### src/rtl/enigma_pkg.sv
// rtl/enigma_pkg.sv - Enigma sequencer letters, rotor codes, notch/wiring tables, FSM encoding
package enigma_pkg;

    typedef enum logic [4:0] {
        LTR_A, LTR_B, LTR_C, LTR_D, LTR_E, LTR_F, LTR_G, LTR_H, LTR_I,
        LTR_J, LTR_K, LTR_L, LTR_M, LTR_N, LTR_O, LTR_P, LTR_Q, LTR_R,
        LTR_S, LTR_T, LTR_U, LTR_V, LTR_W, LTR_X, LTR_Y, LTR_Z
    } letter_t;

    localparam logic [1:0] ROTOR_I    = 2'b00;
    localparam logic [1:0] ROTOR_II   = 2'b01;
    localparam logic [1:0] ROTOR_III  = 2'b10;
    localparam logic [1:0] ROTOR_PASS = 2'b11;

    localparam logic [4:0] NOTCH_I   = LTR_Q;
    localparam logic [4:0] NOTCH_II  = LTR_E;
    localparam logic [4:0] NOTCH_III = LTR_V;

    // Tables are ASCII strings; entry 0 sits in the top byte.
    localparam logic [8*26-1:0] WIRING_I    = "EKMFLGDQVZNTOWYHXUSPAIBRCJ";
    localparam logic [8*26-1:0] WIRING_II   = "AJDKSIRUXBLHWTMCQGZNPYFVOE";
    localparam logic [8*26-1:0] WIRING_III  = "BDFHJLCPRTXVZNYEWIGAKMUSQO";
    localparam logic [8*26-1:0] REFLECTOR_B = "YRUHQSLDPXNGOKMIEBFZCWVJAT";

    typedef enum logic [3:0] {
        IDLE, STEP, FWD_R, FWD_M, FWD_L, REFL, REV_L, REV_M, REV_R, DONE
    } state_t;

    function automatic logic [4:0] add_mod26(input logic [4:0] a, input logic [4:0] b);
        logic [5:0] s;
        s = {1'b0, a} + {1'b0, b};
        if (s >= 6'd26) s = s - 6'd26;
        return s[4:0];
    endfunction

    function automatic logic [4:0] sub_mod26(input logic [4:0] a, input logic [4:0] b);
        logic [4:0] d;
        if (a >= b) d = a - b;
        else        d = a + 5'd26 - b;
        return d;
    endfunction

    function automatic logic at_notch(input logic [1:0] rotor_type, input logic [4:0] pos);
        logic hit;
        case (rotor_type)
            ROTOR_I:   hit = (pos == NOTCH_I);
            ROTOR_II:  hit = (pos == NOTCH_II);
            ROTOR_III: hit = (pos == NOTCH_III);
            default:   hit = 1'b0;
        endcase
        return hit;
    endfunction

    function automatic logic [4:0] table_lookup(input logic [8*26-1:0] tbl, input logic [4:0] idx);
        logic [7:0] ch;
        ch = 8'd65;
        for (int i = 0; i < 26; i++) begin
            if (idx == 5'(i)) ch = tbl[8*(25-i) +: 8];
        end
        return 5'(ch - 8'd65);
    endfunction

endpackage

### src/rtl/enigma_wiring_lut.sv
// rtl/enigma_wiring_lut.sv - shared rotor/reflector wiring lookup, sel = {reflector, inverse, type}
module enigma_wiring_lut
    import enigma_pkg::*;
(
    input  logic [3:0] sel,
    input  logic [4:0] idx,
    output logic [4:0] wired_idx
);

    logic [8*26-1:0] tbl;

    always_comb begin
        case (sel[1:0])
            ROTOR_I:  tbl = WIRING_I;
            ROTOR_II: tbl = WIRING_II;
            default:  tbl = WIRING_III;
        endcase

        wired_idx = idx;
        if (sel[3]) begin
            wired_idx = table_lookup(REFLECTOR_B, idx);
        end else if (sel[1:0] == ROTOR_PASS) begin
            wired_idx = idx;
        end else if (!sel[2]) begin
            wired_idx = table_lookup(tbl, idx);
        end else begin
            // Inverse wiring: search for the contact that maps onto idx.
            for (int i = 0; i < 26; i++) begin
                if (table_lookup(tbl, 5'(i)) == idx) wired_idx = 5'(i);
            end
        end
    end

endmodule

### src/rtl/enigma_sequencer.sv
// rtl/enigma_sequencer.sv - three-rotor Enigma letter sequencer; DOUBLE_STEP_EN selects double-step stepping
module enigma_sequencer
    import enigma_pkg::*;
(
    input  logic       clock,
    input  logic       resetn,
    input  logic       key_valid,
    input  logic [4:0] key_code,
    output logic       key_ready,
    output logic       out_valid,
    output logic [4:0] out_code,
    input  logic       out_ready,
    input  logic       cfg_load,
    input  logic [1:0] cfg_rotor_l,
    input  logic [1:0] cfg_rotor_m,
    input  logic [1:0] cfg_rotor_r,
    input  logic [4:0] cfg_pos_l,
    input  logic [4:0] cfg_pos_m,
    input  logic [4:0] cfg_pos_r,
    output logic [4:0] pos_l,
    output logic [4:0] pos_m,
    output logic [4:0] pos_r,
    output logic       key_err
);

    state_t     state, state_next;
    logic [1:0] type_l, type_m, type_r;
    logic [4:0] letter;
    logic       ready_en;
    logic       cfg_take, key_take, key_good;
    logic       notch_r, notch_m, step_m, step_l, in_pass;
    logic [3:0] lut_sel;
    logic [4:0] lut_pos, lut_in, lut_out, pass_out;

    assign cfg_take  = (state == IDLE) && cfg_load;
    assign key_ready = (state == IDLE) && ready_en && !cfg_load;
    assign key_take  = key_valid && key_ready;
    assign key_good  = key_code <= 5'd25;
    assign out_valid = (state == DONE);
    assign out_code  = out_valid ? letter : 5'd0;
    assign in_pass   = state inside {FWD_R, FWD_M, FWD_L, REFL, REV_L, REV_M, REV_R};

    assign notch_r = at_notch(type_r, pos_r);
    assign notch_m = at_notch(type_m, pos_m);
`ifdef DOUBLE_STEP_EN
    assign step_m = notch_r || notch_m;
    assign step_l = notch_m;
`else
    assign step_m = notch_r;
    assign step_l = notch_m && notch_r;
`endif

    always_ff @(posedge clock or negedge resetn) begin
        if (!resetn) state <= IDLE;
        else         state <= state_next;
    end

    always_comb begin
        state_next = state;
        case (state)
            IDLE:    if (key_take && key_good) state_next = STEP;
            STEP:    state_next = FWD_R;
            FWD_R:   state_next = FWD_M;
            FWD_M:   state_next = FWD_L;
            FWD_L:   state_next = REFL;
            REFL:    state_next = REV_L;
            REV_L:   state_next = REV_M;
            REV_M:   state_next = REV_R;
            REV_R:   state_next = DONE;
            DONE:    if (out_ready) state_next = IDLE;
            default: state_next = IDLE;
        endcase
    end

    // One lookup serves all seven passes; the rotor offset is applied around it.
    always_comb begin
        lut_sel = {2'b00, type_r};
        lut_pos = pos_r;
        case (state)
            FWD_M:   begin lut_sel = {2'b00, type_m}; lut_pos = pos_m; end
            FWD_L:   begin lut_sel = {2'b00, type_l}; lut_pos = pos_l; end
            REFL:    begin lut_sel = 4'b1000;         lut_pos = 5'd0;  end
            REV_L:   begin lut_sel = {2'b01, type_l}; lut_pos = pos_l; end
            REV_M:   begin lut_sel = {2'b01, type_m}; lut_pos = pos_m; end
            REV_R:   begin lut_sel = {2'b01, type_r}; lut_pos = pos_r; end
            default: begin lut_sel = {2'b00, type_r}; lut_pos = pos_r; end
        endcase
    end

    assign lut_in   = add_mod26(letter, lut_pos);
    assign pass_out = sub_mod26(lut_out, lut_pos);

    enigma_wiring_lut u_wiring_lut (
        .sel       (lut_sel),
        .idx       (lut_in),
        .wired_idx (lut_out)
    );

    always_ff @(posedge clock or negedge resetn) begin
        if (!resetn) begin
            pos_l    <= 5'd0;
            pos_m    <= 5'd0;
            pos_r    <= 5'd0;
            type_l   <= ROTOR_I;
            type_m   <= ROTOR_II;
            type_r   <= ROTOR_III;
            letter   <= 5'd0;
            key_err  <= 1'b0;
            ready_en <= 1'b0;
        end else begin
            ready_en <= 1'b1;
            key_err  <= key_take && !key_good;
            if (cfg_take) begin
                type_l <= cfg_rotor_l;
                type_m <= cfg_rotor_m;
                type_r <= cfg_rotor_r;
                pos_l  <= cfg_pos_l;
                pos_m  <= cfg_pos_m;
                pos_r  <= cfg_pos_r;
            end else if (state == STEP) begin
                pos_r <= add_mod26(pos_r, 5'd1);
                if (step_m) pos_m <= add_mod26(pos_m, 5'd1);
                if (step_l) pos_l <= add_mod26(pos_l, 5'd1);
            end
            if (key_take && key_good) letter <= key_code;
            else if (in_pass)         letter <= pass_out;
        end
    end

endmodule

### config.mk
export PLATFORM = sky130hd
export DESIGN_NAME = enigma_sequencer
export DESIGN_NICKNAME = d
export VERILOG_FILES = /design/src/rtl/enigma_pkg.sv /design/src/rtl/enigma_wiring_lut.sv /design/src/rtl/enigma_sequencer.sv
export SDC_FILE = /design/constraint.sdc
export NUM_CORES = 1
export LEC_CHECK = 0
export ABC_AREA = 1
export CELL_PAD_IN_SITES_DETAIL_PLACEMENT = 0
export CELL_PAD_IN_SITES_GLOBAL_PLACEMENT = 2
export CORE_MARGIN = 4
export CORE_UTILIZATION = 32
export DETAILED_ROUTE_END_ITERATION = 12
export PLACE_DENSITY_LB_ADDON = 0.25
export SETUP_SLACK_MARGIN = 0.15
export SYNTH_ARGS = -nofsm -noshare
export SYNTH_HDL_FRONTEND = slang
export SYNTH_SLANG_ARGS = --single-unit
### constraint.sdc
create_clock -name clock -period 8.5 [get_ports clock]
set_input_delay 1.7 -clock clock [delete_from_list [all_inputs] [get_ports clock]]
set_output_delay 1.7 -clock clock [all_outputs]
set_load 0.005 [all_outputs]
==> results of run 1 <==
==> layout by cell type, fill, tap and decap left out, drive strengths merged, types with 12 or more instances in the layout <==
cell type / instances
nand3: 62
nor3: 17
clkdlybuf4s50: 53
xor2: 29
inv: 157
a21oi: 46
dfrtp: 30
o22ai: 12
o211ai: 13
nand2: 216
nand4: 21
o21ai: 61
nor2: 116
ha: 39
==> per-layer routing <==
metal	part of all wire, %	track usage (%)	vias up
met5	0	0	-
met4	1.1	3.17	0
met3	3.7	1.93	16
met2	48	31.1	186
met1	47	24.8	2724
li1	-	-	3016
==> final cells by class <==
| type | count | area (µm²) |
|---|---|---|
| fill | 1847 | 10300 |
| sequential | 32 | 803 |
| timing repair buffer | 57 | 561 |
| multi-input combinational | 688 | 3960 |
| clock buffer | 7 | 153 |
| tap | 220 | 275 |
| inverter | 158 | 596 |
==> flip-flops by register name, summed over array words and instances, names as in the netlist <==
name      count
type_l        2
pos_l         5
key_err       1
pos_r         5
ready_en      1
state         4
type_m        2
pos_m         5
letter        5
type_r        2
==> through the flow <==
| step | utilization [%] | cell area, µm² |
|---|---|---|
| final | 38.1 | 6340 |
| after global routing | 38.1 | 6340 |
| after CTS | 38.1 | 6340 |
| after detailed placement | 37.2 | 6190 |
| after global placement | 37.2 | 6190 |
| after floorplan | - | 5440 |
==> kinds of logic after synthesis <==
logic type               count (synthesis)
adder cells (fa/ha/maj)                 43
other                                    1
AND/OR/NAND/NOR                        448
XOR/XNOR                                37
buffers and inverters                  174
flip-flops                              32
AO/OA/AOI/OAI                          159
==> synthesized netlist by cell type (3+ instances only) <==
library cell	count	area share [%]
xor2_1	25	4.0
o22ai_1	12	1.4
nor2_1	107	7.4
nor2_4	3	0.62
o21ai_1	9	0.83
nand2_2	10	1.2
a31oi_1	4	0.46
nor3_1	17	1.6
nor4_1	10	1.2
nand2_4	8	1.7
fa_1	4	1.5
inv_2	11	0.76
inv_1	145	10
ha_1	39	9.0
nor2_2	5	0.58
nand2_1	198	14
xnor2_1	7	1.1
o221ai_1	3	0.48
clkbuf_1	9	0.62
dfrtp_1	30	14
a21oi_1	42	3.9
xor2_2	3	0.90
nand3_1	60	5.5
o21ai_0	52	4.8
nand4_1	21	2.4
buf_2	3	0.28
a221oi_1	3	0.48
o211ai_1	12	1.7
==> how the worst max path moves through the flow <==
| stage | startpoint | to | slack (ps) | depth (start not counted) |
|---|---|---|---|---|
| floorplan | state[1]$_DFFE_PN0P_ | letter[3]$_DFFE_PN0P_ | 2500 | 39 |
| global placement | state[0]$_DFFE_PN0P_ | letter[3]$_DFFE_PN0P_ | 1390 | 40 |
| detailed placement | state[0]$_DFFE_PN0P_ | letter[3]$_DFFE_PN0P_ | 1410 | 40 |
| CTS | state[0]$_DFFE_PN0P_ | letter[3]$_DFFE_PN0P_ | 1370 | 39 |
| global route | state[0]$_DFFE_PN0P_ | letter[4]$_DFFE_PN0P_ | 540 | 51 |
| finish | state[0]$_DFFE_PN0P_ | letter[4]$_DFFE_PN0P_ | 1440 | 44 |
==> impl_results.md, run 1 <==
* WP data required at 8640 ps
* Synth Area in Adders at 10.4%
* Postcts setup bufs at 0
* Seq/Total Area, Yosys at 14.8%
* Final hold violations at 0
* Post-synthesis mux area share at 0%
* Primary FF master, synth: dfrtp_1
* Worst Reg-to-Reg Cells at 44
* Clock transition at path regs at 50 ps
* Final GP Congestion at 0.906
* Arrival time worst endpoint at 7200 ps
* Slowest cell on crit path: fa_1
* Synth warn at 0
* Number of synthesized register bits at 32
* Diodes inserted at 0
* H-tree depth at 2
* Worst setup slack after layout at 1440 ps
* DRT Pass-1 Iters at 5
* Final ANT Viol Nets at 0
* Worst path bufs/invs at 9
* Drt total wl at 17800 µm
* Routed WL per cell at 15.3 µm
* EDFF count, synth at 0
* Hold Slack at 482 ps
* Minimum clock period at 7060 ps
* Via count at 5942
* Post-cts sizing count at 0
* Full die area at 19100 µm²
* Share of layout cells above drive strength 1 at 7.32%
* Buffers on Ports at 53
* Pre-CTS worst setup slack at 1410 ps
* Row count at 47
* # setup viols final at 0
* Normalized max-slew margin at 44.6%
* R2r endpoint: letter[4]$_DFFE_PN0P_
* Reg2reg setup slack at 1440 ps
* Vias per Instance at 5.11
* Core ar. at 16600 µm²
* Worst path most repeated cell: nand2_1
* Post-CTS Hold Fix Bufs at 0
* Kind of critical path: flop to flop
* Fmax at 142 MHz
* Hold-critical path depth at 1
* Initial antenna violation count at 0
* Layout Cells excl Fill at 1162
* Total CTS buffers at 5
* Element type at the critical path end: flop
* RSZ-0062 raised after global routing: no
* Min-delay src: state[3]$_DFFE_PN0P_
* First-pass GRT wire length at 29200 µm
* Worst Skew at 7.42 ps
* Compound-cell area share of the yosys netlist at 17.9%
* CTS max path bufs at 2
* Status: completed
* Initial core utilization at 32.7%
* Die H at 138 µm
* Largest family of logic cells by synthesized area: simple AND/OR/NAND/NOR gates
* Post-Syn Area at 5440 µm²
* Fin. max-slew vios at 0
* IO Pins at 54
* Worst reg2reg startpoint: state[0]$_DFFE_PN0P_
* HP Class: flop to flop
* Number of global-route vias before repair at 5648
* CP startpoint kind: flop
* Syn_area_per_cell at 6.08 µm²
* Syn_nets at 968
* Post-Synthesis Cells at 894
* First-iteration detailed-routing DRC count at 387
* Synth async-reset ratio at 100%
* Latest clock arrival within the worst-skew pair at 280 ps
* Critical path's largest stage delay at 590 ps
* Worst slew pin tran at 809 ps
* Synth Area in Simple Gates at 37.4%
* CTS tree: built
* DIE WIDTH at 138 µm
* Syn-to-layout area delta at 16.7%
* CTS sink count at 32
* Final HPWL DP at 14200 µm
* Synth Area in XOR/XNOR at 6.86%
* Critical Path Fanout Max at 19
* Hold Path End: state[1]$_DFFE_PN0P_
* Drt drc at 0
* Fin crit share at 83.0%
* Largest net degree at the start of global routing at 33
* GRT Total Usage at 18.1%
* Nets at 1016
* Gr ovfl total at 0
* Max-Cap Viols at 0
* Root Buffer: clkbuf_16
* Synth unique cells at 61
* Final setup TNS at 0 ps
* Placed Instances at 1155
* Delay-heaviest family, CP: compound AO/OA/AOI/OAI gates
Power of run 1 is not shown: default switching activity piles up to over one toggle a cycle in this logic, so the estimate is an artifact.
==> run 2, diff against run 1 <==
Clock period 8.5 ns to 7 ns, I/O delays scaled along.
==> run 2 against run 1 <==
- first-iteration DRC count decreased by 3.1%
- die area unchanged
- critical path depth fell by 1
- global-route usage up 0.69 points
- maximum frequency grew 8.9%
- utilization increased by 2.4 points
- non-clock buffer count rose by 26
- setup slack got worse by 930 ps
==> impl_results.md, run 2 (synthesized netlist as in run 1, its figures left out) <==
* Syn-to-layout area delta at 24.0%
* Via count at 5978 (+0.61%)
* DIE WIDTH at 138 µm (unchanged)
* Full die area at 19100 µm² (unchanged)
* Commonest non-fill, non-tap cell in the layout: nand2_1
* Total CTS buffers at 5 (unchanged)
* Status: completed
* CTS tree: built
* Kind of critical path: flop to flop
* Hold-critical path depth at 2 (+1)
* Number of global-route vias before repair at 5833 (+3.3%)
* Worst slew pin tran at 791 ps (-18.3 ps)
* Worst reg2reg startpoint: state[1]$_DFFE_PN0P_
* RSZ-0062 raised after global routing: no
* IO Pins at 54 (unchanged)
* GRT Total Usage at 18.8% (+0.69 points)
* Final hold violations at 0 (unchanged)
* Buffers on Ports at 53 (unchanged)
* Normalized max-slew margin at 47.1% (+2.5 points)
* Initial antenna violation count at 0 (unchanged)
* Core ar. at 16600 µm² (unchanged)
* Critical Path Fanout Max at 9 (-10)
* First-pass GRT wire length at 30200 µm (+3.3%)
* Element type at the critical path end: flop
* Final ANT Viol Nets at 0 (unchanged)
* Worst Reg-to-Reg Cells at 43 (-2.3%)
* Fmax at 154 MHz (+8.9%)
* Fin crit share at 92.6% (+9.6 points)
* Vias per Instance at 5.03 (-1.7%)
* Initial core utilization at 32.7% (unchanged)
* Pre-CTS worst setup slack at 0.152 ps (-1410 ps)
* DRT Pass-1 Iters at 5 (unchanged)
* # setup viols final at 0 (unchanged)
* Final GP Congestion at 0.891 (-1.7%)
* Worst path most repeated cell: nand2_1
* Largest net degree at the start of global routing at 33 (unchanged)
* Routed WL per cell at 15.5 µm (+1.3%)
* CTS max path bufs at 2 (unchanged)
* Worst setup slack after layout at 519 ps (-926 ps)
* Delay-heaviest family, CP: simple AND/OR/NAND/NOR gates
* Row count at 47 (unchanged)
* WP data required at 7160 ps (-1480 ps)
* Gr ovfl total at 0 (unchanged)
* Critical path's largest stage delay at 560 ps (-30 ps)
* Post-CTS Hold Fix Bufs at 0 (unchanged)
* HP Class: flop to flop
* Nets at 1042 (+2.6%)
* Drt drc at 0 (unchanged)
* Hold Slack at 483 ps (+0.591 ps)
* Worst path bufs/invs at 7 (-2)
* Arrival time worst endpoint at 6640 ps (-560 ps)
* CTS sink count at 32 (unchanged)
* Die H at 138 µm (unchanged)
* Diodes inserted at 0 (unchanged)
* Share of layout cells above drive strength 1 at 12.9% (+5.6 points)
* Most frequent cells in the layout: nand2_1, inv_1, nor2_1, nand3_1, clkdlybuf4s50_1
* Finished Core Util at 40.5% (+2.4 points)
* Drt total wl at 18400 µm (+3.7%)
* Slowest cell on crit path: fa_2
* H-tree depth at 2 (unchanged)
* Min-delay src: type_l[1]$_DFFE_PN0P_
* Clock transition at path regs at 60 ps (about the same)
* Fin. max-slew vios at 0 (unchanged)
* CP startpoint kind: flop
* Max-Cap Viols at 0 (unchanged)
* R2r endpoint: letter[3]$_DFFE_PN0P_
* Minimum clock period at 6480 ps (-574 ps)
* First-iteration detailed-routing DRC count at 375 (-3.1%)
* Reg2reg setup slack at 520 ps (-930 ps)
* Latest clock arrival within the worst-skew pair at 280 ps (about the same)
* Hold Path End: type_l[1]$_DFFE_PN0P_
* Final HPWL DP at 14900 µm (+4.7%)
* Worst Skew at 8.39 ps (+0.968 ps)
* Root Buffer: clkbuf_16
[run 2: cell count changes in the layout (fill, tap and decap cells not counted), sizes merged]
| cell | before | now |
|---|---|---|
| buf | 4 | 30 |
| bufinv | 0 | 1 |
| clkbuf | 7 | 6 |
| clkinv | 1 | 2 |
[run 2: worst max path at each step]
stage,slack (ps),depth (start not counted),end,start
after floorplan,1000,39,letter[3]$_DFFE_PN0P_,state[1]$_DFFE_PN0P_
after global placement,-70,44,letter[1]$_DFFE_PN0P_,state[3]$_DFFE_PN0P_
after detailed placement,0.2,44,letter[1]$_DFFE_PN0P_,state[3]$_DFFE_PN0P_
after CTS,200,44,letter[3]$_DFFE_PN0P_,state[3]$_DFFE_PN0P_
after global routing,80,43,letter[3]$_DFFE_PN0P_,state[1]$_DFFE_PN0P_
final,520,43,letter[3]$_DFFE_PN0P_,state[1]$_DFFE_PN0P_
[run 2: routing by layer]
layer	track usage (%)	wire [µm]	vias up
li1	-	-	3069
met1	24.8	8610	2740
met2	32.7	8820	146
met3	2.38	733	23
met4	4.21	280	0
met5	0	0	-
[run 2: metrics by stage]
| step | instance area (µm²) | setup TNS [ps] | std cells |
|---|---|---|---|
| after detailed placement | 6320 | 0 | 1172 |
| after global placement | 6320 | -169 | 1172 |
| after CTS | 6500 | 0 | 1180 |
| final | 6740 | 0 | 1189 |
| after global routing | 6740 | 0 | 1189 |
| after floorplan | 5440 | 0 | 894 |
[run 2: timing repair]
item | CTS | global route
gates resized for setup | 4 | 40
setup endpoints to repair | 4 | 4
buffers inserted | 0 | 9
pin swaps | 0 | 9
[run 2: final cells by class]
cell class,instances,area (µm²)
inverters,158,598
multi-input cells,688,4140
repair buffers,83,763
well taps,220,275
flip-flops and latches,32,805
clock inverters,2,35.0
clock buffers,6,129
fillers,1861,9900
[run 2: worst reg2reg max path: cells and delay by family (launching register included)]
family / cells / cell delay, ps
XOR/XNOR: 1 / 150
buffers and inverters: 7 / 540
AO/OA/AOI/OAI: 9 / 1420
AND/OR/NAND/NOR: 20 / 1980
flip-flops: 1 / 400
adder cells (fa/ha/maj): 6 / 1850
Power of run 2 is left out for the same reason.
==> run 3, diff against run 2 <==
Settings changed: RECOVER_POWER set to 25, SKIP_LAST_GASP set to 1.
==> run 3 against run 2 <==
- the flow now finishes with violations (capacitance limit, slew limit)
- die area unchanged
- cell area about the same
- global-route usage unchanged
==> impl_results.md, run 3 (synthesized netlist as in run 1, its figures left out) <==
* Full die area at 19100 µm² (unchanged)
* Drt total wl at 18400 µm (about the same)
* Minimum clock period at 6530 ps (+45.0 ps)
* First-pass GRT wire length at 30200 µm (unchanged)
* CTS tree: built
* Area after DPL at 6320 µm² (unchanged)
* Worst Skew at 8.29 ps (-0.0952 ps)
* Min-delay src: type_l[1]$_DFFE_PN0P_
* Final ANT Viol Nets at 0 (unchanged)
* Slowest cell on crit path: fa_2
* Hold-critical path depth at 2 (unchanged)
* CTS max path bufs at 2 (unchanged)
* Share of layout cells above drive strength 1 at 12.6% (-0.31 points)
* Fin crit share at 93.2% (+0.64 points)
* Total CTS buffers at 5 (unchanged)
* Diodes inserted at 0 (unchanged)
* Arrival time worst endpoint at 6680 ps (+40 ps)
* Status: complete, but fails checks
* Post-CTS Hold Fix Bufs at 0 (unchanged)
* Gr ovfl total at 0 (unchanged)
* Drt drc at 0 (unchanged)
* Delay-heaviest family, CP: simple AND/OR/NAND/NOR gates
* Core ar. at 16600 µm² (unchanged)
* Via count at 5974 (-0.067%)
* Critical path's largest stage delay at 560 ps (about the same)
* R2r endpoint: letter[3]$_DFFE_PN0P_
* Normalized max-slew margin at -24.5% (-72 points)
* WP data required at 7160 ps (about the same)
* Latest clock arrival within the worst-skew pair at 280 ps (about the same)
* Max-Cap Viols at 1 (+1)
* Design area at 6740 µm² (about the same)
* Fmax at 153 MHz (-0.69%)
* Reg2reg setup slack at 470 ps (-50 ps)
* Worst path bufs/invs at 7 (unchanged)
* RSZ-0062 raised after global routing: no
* # setup viols final at 0 (unchanged)
* Final GP Congestion at 0.891 (unchanged)
* Number of global-route vias before repair at 5833 (unchanged)
* Worst Reg-to-Reg Cells at 42 (-2.3%)
* CTS sink count at 32 (unchanged)
* Most frequent cells in the layout: nand2_1, inv_1, nor2_1, nand3_1, clkdlybuf4s50_1
* DIE WIDTH at 138 µm (unchanged)
* Violated checks: capacitance limit, slew limit
* Kind of critical path: flop to flop
* First-iteration detailed-routing DRC count at 381 (+1.6%)
* IO Pins at 54 (unchanged)
* Fin. max-slew vios at 33 (+33)
* Initial core utilization at 32.7% (unchanged)
* Largest net degree at the start of global routing at 33 (unchanged)
* Syn-to-layout area delta at 23.9% (about the same)
* Element type at the critical path end: flop
* Finished Core Util at 40.5% (about the same)
* CP startpoint kind: flop
* Clock transition at path regs at 60 ps (about the same)
* Vias per Instance at 5.02 (about the same)
* Worst slew pin tran at 1870 ps (+1080 ps)
* Nets at 1042 (unchanged)
* Root Buffer: clkbuf_16
* DRT Pass-1 Iters at 5 (unchanged)
* Die H at 138 µm (unchanged)
* Initial antenna violation count at 0 (unchanged)
* GRT Total Usage at 18.8% (unchanged)
* Routed WL per cell at 15.5 µm (about the same)
* Row count at 47 (unchanged)
* Worst reg2reg startpoint: state[3]$_DFFE_PN0P_
* H-tree depth at 2 (unchanged)
* Worst setup slack after layout at 474 ps (-45.0 ps)
* Buffers on Ports at 53 (unchanged)
* Final hold violations at 0 (unchanged)
* Hold Path End: type_l[1]$_DFFE_PN0P_
* Commonest non-fill, non-tap cell in the layout: nand2_1
* Final HPWL DP at 14900 µm (unchanged)
* Final setup TNS at 0 ps (unchanged)
* Pre-CTS worst setup slack at 0.152 ps (unchanged)
* HP Class: flop to flop
* Worst path most repeated cell: nand2_1
* Critical Path Fanout Max at 8 (-1)
-- run 3: worst max-delay path by stage --
stage	from	to	slack, ps	depth (start not counted)
2_1_floorplan	state[1]$_DFFE_PN0P_	letter[3]$_DFFE_PN0P_	1000	39
3_3_place_gp	state[3]$_DFFE_PN0P_	letter[1]$_DFFE_PN0P_	-70	44
3_5_place_dp	state[3]$_DFFE_PN0P_	letter[1]$_DFFE_PN0P_	0.2	44
4_1_cts	state[3]$_DFFE_PN0P_	letter[3]$_DFFE_PN0P_	200	44
5_1_grt	state[3]$_DFFE_PN0P_	letter[3]$_DFFE_PN0P_	10	42
6_report	state[3]$_DFFE_PN0P_	letter[3]$_DFFE_PN0P_	470	42
-- run 3: worst reg2reg max path, delay by kind of cell, from the launching register on --
| kind | cells | cell delay, ps |
|---|---|---|
| AND/OR/NAND/NOR | 19 | 1920 |
| adder cells (fa/ha/maj) | 6 | 1850 |
| AO/OA/AOI/OAI | 9 | 1420 |
| buffers and inverters | 7 | 630 |
| flip-flops | 1 | 400 |
| XOR/XNOR | 1 | 150 |
-- run 3: area by class of cell --
class / count / area [µm²]
fill: 1864 / 9910
multi-input combinational: 688 / 4130
sequential: 32 / 805
timing repair buffer: 83 / 759
inverter: 158 / 598
tap: 220 / 275
clock buffer: 6 / 129
clock inverter: 2 / 35.0
-- run 3: timing repair --
action,in CTS,in global routing
resized for setup,4,40
setup buffers,0,9
endpoints found under the setup margin,4,4
pin swaps,0,9
-- run 3: per-layer routing --
metal	wire, µm	global-route usage [%]	vias up
li1	-	-	3070
met1	8560	24.8	2728
met2	8820	32.7	153
met3	778	2.38	23
met4	279	4.21	0
met5	0	0	-
-- run 3: stage by stage --
step	hold slack (ps)	std cells
2_1_floorplan	449	894
3_3_place_gp	463	1172
3_5_place_dp	467	1172
4_1_cts	482	1180
5_1_grt	505	1189
6_report	483	1189
Power of run 3 is left out for the same reason.
